File: config.mk
export PLATFORM = sky130hd
export DESIGN_NAME = command_decoder
export DESIGN_NICKNAME = d
export VERILOG_FILES = /design/src/rtl/command_decoder_pkg.sv /design/src/rtl/command_decoder.sv
export SDC_FILE = /design/constraint.sdc
export NUM_CORES = 1
export LEC_CHECK = 0
export BUFFER_PORTS_ARGS = -buffer_cell sky130_fd_sc_hd__buf_2
export CORE_MARGIN = 4
export CORE_UTILIZATION = 49
export CTS_CLUSTER_SIZE = 10
export DETAILED_ROUTE_END_ITERATION = 10
export PLACE_DENSITY = 0.88
export SETUP_SLACK_MARGIN = 0.15
export SYNTH_ARGS = -nofsm -noshare
export SYNTH_HDL_FRONTEND = slang
export SYNTH_SLANG_ARGS = --single-unit
File: constraint.sdc
create_clock -name aClock -period 2.8 [get_ports aClock]
set_clock_uncertainty 0.2 [all_clocks]
set_input_delay 0 -clock aClock [delete_from_list [all_inputs] [get_ports aClock]]
set_output_delay 0 -clock aClock [all_outputs]
set_load 0.005 [all_outputs]
File: src/rtl/command_decoder_pkg.sv
// Shared command-word definitions used by the command decoder and the command fetcher.
// Holds opcode values, field positions, error codes and the default command word width.
package command_decoder_pkg;

  localparam int COMMAND_DEPTH = 64;

  // Command word field positions
  localparam int OPCODE_MSB   = 63;
  localparam int OPCODE_LSB   = 56;
  localparam int REG_ADDR_MSB = 47;
  localparam int REG_ADDR_LSB = 32;
  localparam int REG_DATA_MSB = 31;
  localparam int REG_DATA_LSB = 0;
  localparam int COUNT_MSB    = 15;
  localparam int COUNT_LSB    = 0;
  localparam int TARGET_MSB   = 5;
  localparam int TARGET_LSB   = 0;

  typedef enum logic [7:0] {
    opNop      = 8'h00,
    opEnd      = 8'h01,
    opSetReg   = 8'h02,
    opDispatch = 8'h03,
    opJump     = 8'h04
  } opcode_t;

  localparam logic [1:0] ERR_NONE   = 2'd0;
  localparam logic [1:0] ERR_OPCODE = 2'd1;
  localparam logic [1:0] ERR_RANGE  = 2'd2;

  typedef enum logic [2:0] {
    stIdle,
    stRead,
    stDecode,
    stStreamRead,
    stStreamWait,
    stDone,
    stError
  } decoderState_t;

endpackage

File: src/rtl/command_decoder.sv
// Walks the command buffer from index 0, issuing register writes and streaming DISPATCH payloads;
// two cycles per command word, stream beats held until aStreamReady, no read issued while stalled.
module command_decoder #(
  parameter int COMMAND_BUFFER_SIZE = 64,
  parameter int COMMAND_DEPTH = command_decoder_pkg::COMMAND_DEPTH,
  localparam int INDEX_WIDTH = $clog2(COMMAND_BUFFER_SIZE)
) (
  input  logic                     aClock,
  input  logic                     aReset,
  input  logic                     aStart,
  input  logic                     aFetcherReady,
  output logic [INDEX_WIDTH-1:0]   anOutCommandIndex,
  output logic                     anOutCommandRead,
  input  logic [COMMAND_DEPTH-1:0] aCommandData,
  output logic                     anOutRegWrite,
  output logic [15:0]              anOutRegAddr,
  output logic [31:0]              anOutRegData,
  output logic                     anOutStreamValid,
  output logic [COMMAND_DEPTH-1:0] anOutStreamData,
  input  logic                     aStreamReady,
  output logic                     anOutBusy,
  output logic                     anOutDone,
  output logic                     anOutError,
  output logic [1:0]               anOutErrorCode
);

  import command_decoder_pkg::*;

  decoderState_t            state, stateNext;
  logic [INDEX_WIDTH-1:0]   index, indexNext;
  logic [15:0]              remaining, remainingNext;
  logic [COMMAND_DEPTH-1:0] heldData, heldDataNext;
  logic                     firstWait, firstWaitNext;
  logic [1:0]               errorCode, errorCodeNext;
  logic                     regWrite, regWriteNext;
  logic [15:0]              regAddr, regAddrNext;
  logic [31:0]              regData, regDataNext;
  logic                     advance;

  logic [7:0]  opcode;
  logic [15:0] dispatchCount;
  logic [31:0] dispatchReach;
  logic [31:0] jumpTarget;
  logic        atLastIndex;

  assign opcode        = aCommandData[OPCODE_MSB:OPCODE_LSB];
  assign dispatchCount = aCommandData[COUNT_MSB:COUNT_LSB];
  assign dispatchReach = 32'(index) + 32'(dispatchCount);
  assign jumpTarget    = 32'(aCommandData[TARGET_MSB:TARGET_LSB]);
  assign atLastIndex   = (index == INDEX_WIDTH'(COMMAND_BUFFER_SIZE - 1));

  always_ff @(posedge aClock or negedge aReset) begin
    if (!aReset) begin
      state     <= stIdle;
      index     <= '0;
      remaining <= '0;
      heldData  <= '0;
      firstWait <= 1'b0;
      errorCode <= ERR_NONE;
      regWrite  <= 1'b0;
      regAddr   <= '0;
      regData   <= '0;
    end else begin
      state     <= stateNext;
      index     <= indexNext;
      remaining <= remainingNext;
      heldData  <= heldDataNext;
      firstWait <= firstWaitNext;
      errorCode <= errorCodeNext;
      regWrite  <= regWriteNext;
      regAddr   <= regAddrNext;
      regData   <= regDataNext;
    end
  end

  always_comb begin
    stateNext     = state;
    indexNext     = index;
    remainingNext = remaining;
    heldDataNext  = heldData;
    firstWaitNext = 1'b0;
    errorCodeNext = errorCode;
    regWriteNext  = 1'b0;
    regAddrNext   = regAddr;
    regDataNext   = regData;
    advance       = 1'b0;

    case (state)
      stIdle, stError: begin
        if (aStart && aFetcherReady) begin
          stateNext     = stRead;
          indexNext     = '0;
          errorCodeNext = ERR_NONE;
        end
      end
      stRead: stateNext = stDecode;
      stDecode: begin
        case (opcode)
          opNop: advance = 1'b1;
          opSetReg: begin
            regWriteNext = 1'b1;
            regAddrNext  = aCommandData[REG_ADDR_MSB:REG_ADDR_LSB];
            regDataNext  = aCommandData[REG_DATA_MSB:REG_DATA_LSB];
            advance      = 1'b1;
          end
          opJump: begin
            if (jumpTarget > 32'(COMMAND_BUFFER_SIZE - 1)) begin
              stateNext     = stError;
              errorCodeNext = ERR_RANGE;
            end else begin
              indexNext = INDEX_WIDTH'(jumpTarget);
              stateNext = stRead;
            end
          end
          opEnd: stateNext = stDone;
          opDispatch: begin
            if (dispatchCount == '0) begin
              advance = 1'b1;
            end else if (dispatchReach > 32'(COMMAND_BUFFER_SIZE - 1)) begin
              stateNext     = stError;
              errorCodeNext = ERR_RANGE;
            end else begin
              remainingNext = dispatchCount;
              indexNext     = index + INDEX_WIDTH'(1);
              stateNext     = stStreamRead;
            end
          end
          default: begin
            stateNext     = stError;
            errorCodeNext = ERR_OPCODE;
          end
        endcase
      end
      stStreamRead: begin
        stateNext     = stStreamWait;
        firstWaitNext = 1'b1;
      end
      stStreamWait: begin
        // Read data is only guaranteed on the first wait cycle; keep a copy for long stalls.
        if (firstWait) heldDataNext = aCommandData;
        if (aStreamReady) begin
          if (remaining == 16'd1) begin
            advance = 1'b1;
          end else begin
            remainingNext = remaining - 16'd1;
            indexNext     = index + INDEX_WIDTH'(1);
            stateNext     = stStreamRead;
          end
        end else begin
          firstWaitNext = 1'b0;
        end
      end
      stDone: stateNext = stIdle;
      default: stateNext = stIdle;
    endcase

    // Stepping past the last buffer word is an error rather than a wrap to 0.
    if (advance) begin
      if (atLastIndex) begin
        stateNext     = stError;
        errorCodeNext = ERR_RANGE;
      end else begin
        indexNext = index + INDEX_WIDTH'(1);
        stateNext = stRead;
      end
    end
  end

  assign anOutCommandIndex = index;
  assign anOutCommandRead  = (state == stRead) || (state == stStreamRead);
  assign anOutRegWrite     = regWrite;
  assign anOutRegAddr      = regAddr;
  assign anOutRegData      = regData;
  assign anOutStreamValid  = (state == stStreamWait);
  assign anOutStreamData   = (state != stStreamWait) ? '0 : (firstWait ? aCommandData : heldData);
  assign anOutBusy         = (state == stRead) || (state == stDecode) ||
                             (state == stStreamRead) || (state == stStreamWait);
  assign anOutDone         = (state == stDone);
  assign anOutError        = (state == stError);
  assign anOutErrorCode    = errorCode;

endmodule
==> reports/results.txt <==
status -> complete, but fails checks
failing checks -> negative hold slack, negative setup slack
IO buf count -> 194
max-cap viol count -> 0
Iter 0 DRT Violations -> 668
Switch Pwr -> 3.161 mW
first-pass GRT wire length -> 38990 um
Multi-input gate area -> 4126 um2
drt pass-1 iters -> 5
Main synth FF type -> dfrtp_1
clock latency on the worst-skew pair -> 0.42 ns
register area -> 3532 um2
Ys Warns -> 0
die height -> 134.3 um
slowest stage cell, crit path -> or3_4
sequential power share -> 34.8%
Worst Path Arrival -> 3.06 ns
number of synthesized flops with an enable pin -> 0
vias per cell -> 5.742
WHS -> -0.01889 ns
startpoint types -> flip-flop
Fin. Hold Viols -> 6
routed wire length per instance -> 18.47 um
total power -> 8.707 mW
Final Routed Wirelength -> 24550 um
critical path class -> flip-flop to flip-flop
non-filler cells, final -> 1329
Min Clock Period, post-route -> 2.963 ns
Post-Syn Instances -> 815
Clock Tree Root -> clkbuf_16
initial antenna violation count -> 0
maximum clock insertion buffer count -> 2
Remaining Overflow, GRT -> 0
met3 Resource Use GR -> 6.377%
CP cell instances -> ha_2, inv_2, fa_2, nor2b_1, o211ai_1, a221o_1, a31o_1, or3_4, o21a_4, buf_6, o21ai_2, o21ai_1
Mapped Area -> 7811 um2
Yosys cell types -> 68
Core Rows -> 45
setup violators final -> 20
# fillers -> 1136
Max stage delay on crit path -> 0.37 ns
synthesis-to-finish area growth -> 38.12%
Mapped Avg Cell Area -> 9.584 um2
Final Cycle Share -> 105.8%
TritonCTS clock tree -> built
Total GRT Usage -> 27.21%
met1 usage -> 33.03%
Leakage -> 5.300 nW
worst path bufs/invs -> 2
clock sinks -> 141
core outline area -> 15430 um2
Max VDD drop -> 0.0004744 V
crit-path max FO -> 9
RSZ-0062 raised after global routing -> yes
combinational share of power -> 39.9%
largest net degree at the start of global routing -> 100
GP Congestion -> 0.9812
H-Tree Depth -> 4
Synth Register Bits -> 141
ys async rst share -> 100.0%
Antenna Nets Post-Route -> 0
clock-pin slew on the worst setup and hold paths -> 0.06 ns
Setup TNS -> -2.682 ns
vias -> 7631
vias in the first global route -> 7609
CTS buffer count -> 17
post-detail-place hpwl -> 15920 um
HP Class -> primary input to asynchronous set/reset pin
Clk pwr share -> 25.3%
Worst Setup End Kind -> flip-flop
initial cell density of the core -> 50.63%
Total Nets Final -> 1184
Slew HR -> 47.51%
reg-to-reg slack, setup -> -0.16 ns
switching fraction of total power -> 36.30%
Die W -> 134.3 um
GR peak layer -> met2
Req. time, crit path -> 2.90 ns
Worst-Margin Slew -> 0.7873 ns
syn nets -> 894
placed cell count -> 1225
CP delay by family, top -> compound AO/OA/AOI/OAI gates
share of cells above drive strength 1 -> 37.03%
FMAX -> 337.5 MHz
DRC violations left -> 0
register area share after synthesis -> 45.17%
Final Core Density -> 69.94%
Pint -> 5.546 mW
Ant. Diodes -> 0
final worst setup slack -> -0.1628 ns
PwrDens -> 807.0 nW/um2
max-slew violation count -> 0
IO Count -> 195
die area -> 18030 um2
met2 GRT Util -> 45.95%
-- Yosys cell counts (3+ instances only) --
cell type | instances | share of area, %
a211oi_1 | 6 | 0.58
nor3b_1 | 4 | 0.38
clkbuf_1 | 27 | 1.3
xnor2_1 | 4 | 0.45
nand3_1 | 17 | 1.1
or4_1 | 3 | 0.29
inv_1 | 20 | 0.96
ha_1 | 9 | 1.4
o311a_1 | 3 | 0.38
a211o_1 | 4 | 0.45
nand2b_1 | 5 | 0.40
o21ai_0 | 31 | 2.0
nor2_1 | 104 | 5.0
o21ai_1 | 4 | 0.26
a21oi_1 | 21 | 1.3
o22ai_1 | 6 | 0.48
o211ai_1 | 5 | 0.48
nor4_1 | 9 | 0.72
and3_1 | 7 | 0.56
nor3_1 | 14 | 0.90
and2_1 | 5 | 0.40
buf_2 | 9 | 0.58
a31oi_1 | 7 | 0.56
nand2_1 | 127 | 6.1
dfrtp_1 | 141 | 45
buf_1 | 14 | 0.67
nand4_1 | 4 | 0.32
nor2b_1 | 3 | 0.24
a32oi_1 | 3 | 0.34
mux2_2 | 77 | 11
buf_6 | 3 | 0.43
mux2i_1 | 66 | 8.5
a22oi_1 | 3 | 0.29
o21a_1 | 5 | 0.48
or3_1 | 3 | 0.24
-- final timing paths --
path | from | end | depth (start not counted)
worst max-delay path | anOutCommandIndex[0] | remaining[13] | 12
worst min register to register | anOutRegAddr[14] | anOutRegAddr[14] | 2
max in group asynchronous | aReset | anOutCommandIndex[0] | 3
worst max register to register | anOutCommandIndex[0] | remaining[13] | 12
worst min-delay path | aReset | anOutRegData[12] | 2
min in group aClock | aFetcherReady | state[2] | 6
-- through the flow --
step | area [um2] | hold WS (ns) | setup WS, ns
after global placement | 9348 | -0.1039 | -0.2028
after floorplan | 7836 | -0.4956 | -0.1876
after global routing | 10790 | 0.07089 | -0.3042
after detailed placement | 9348 | -0.09978 | -0.2433
after CTS | 10670 | 0.009298 | -0.1764
final | 10790 | -0.01889 | -0.1628
-- power by group through the flow --
stage / Sequential, mW / Combinational, mW / Clock, mW
after floorplan: 2.95 / 2.13 / 0
after global placement: 2.99 / 3.14 / 0
after detailed placement: 3.03 / 3.22 / 0
after CTS: 3.01 / 3.34 / 2.23
after global routing: 3.10 / 3.80 / 2.32
final: 3.03 / 3.47 / 2.21
-- worst reg2reg max path: stages (launching register included) --
cell and delay (ns):
dfrtp_1 0.35, ha_2 0.19, inv_2 0.04, fa_2 0.31, nor2b_1 0.12, o211ai_1 0.13
a221o_1 0.33, a31o_1 0.19, or3_4 0.37, o21a_4 0.28, buf_6 0.16, o21ai_2 0.11
o21ai_1 0.08
-- state kept, by name, indices dropped and copies added (netlist names) --
signal,count
anOutCommandIndex,6
state,3
remaining,16
anOutRegAddr,16
firstWait,1
anOutRegWrite,1
anOutRegData,32
anOutErrorCode,2
heldData,64
-- cell usage in the layout (no fill, tap or decap), types with 5 or more instances in the layout --
master	count
a21oi_1	15
a21oi_2	6
a31oi_1	7
and3_1	7
buf_2	193
buf_4	56
buf_6	5
clkbuf_16	18
dfrtp_1	140
dlygate4sd3_1	67
ha_1	8
inv_1	19
mux2_2	77
mux2i_1	66
nand2_1	126
nand3_1	16
nor2_1	102
nor3_1	11
nor4_1	7
o211ai_1	5
o21a_1	5
o21ai_0	13
o21ai_1	16
o21ai_2	6
o22ai_1	5
-- routing by layer --
metal / part of all wire [%] / routed length [um] / vias up
met2: 50 / 12260 / 397
met3: 7.7 / 1900 / 102
met4: 3.9 / 949 / 0
li1: - / - / 3440
met5: 0 / 0 / -
met1: 38 / 9445 / 3692
-- kinds of logic after synthesis --
family,synth area share [%]
simple gates,17.80
mux,19.56
flops,45.17
compound gates,11.20
buf+inv,4.133
fa+ha+maj,1.698
xor+xnor,0.4485
-- final cells by class --
type                       count  share of cell area, %
multi-input combinational    599                  38.25
timing repair buffer         326                  20.56
tap                          211                  2.447
clock buffer                  18                  4.071
clock inverter                14                  1.241
inverter                      20                 0.6958
sequential                   141                  32.74
-- timing repair --
item	CTS	global route
setup endpoints to repair	26	90
endpoints found under the hold margin	258	0
setup buffers	4	0
pin swaps	9	9
gates cloned	0	1
resized for setup	15	19
hold buffers	67	0
No activity file was read; power rests on OpenSTA's default activity.
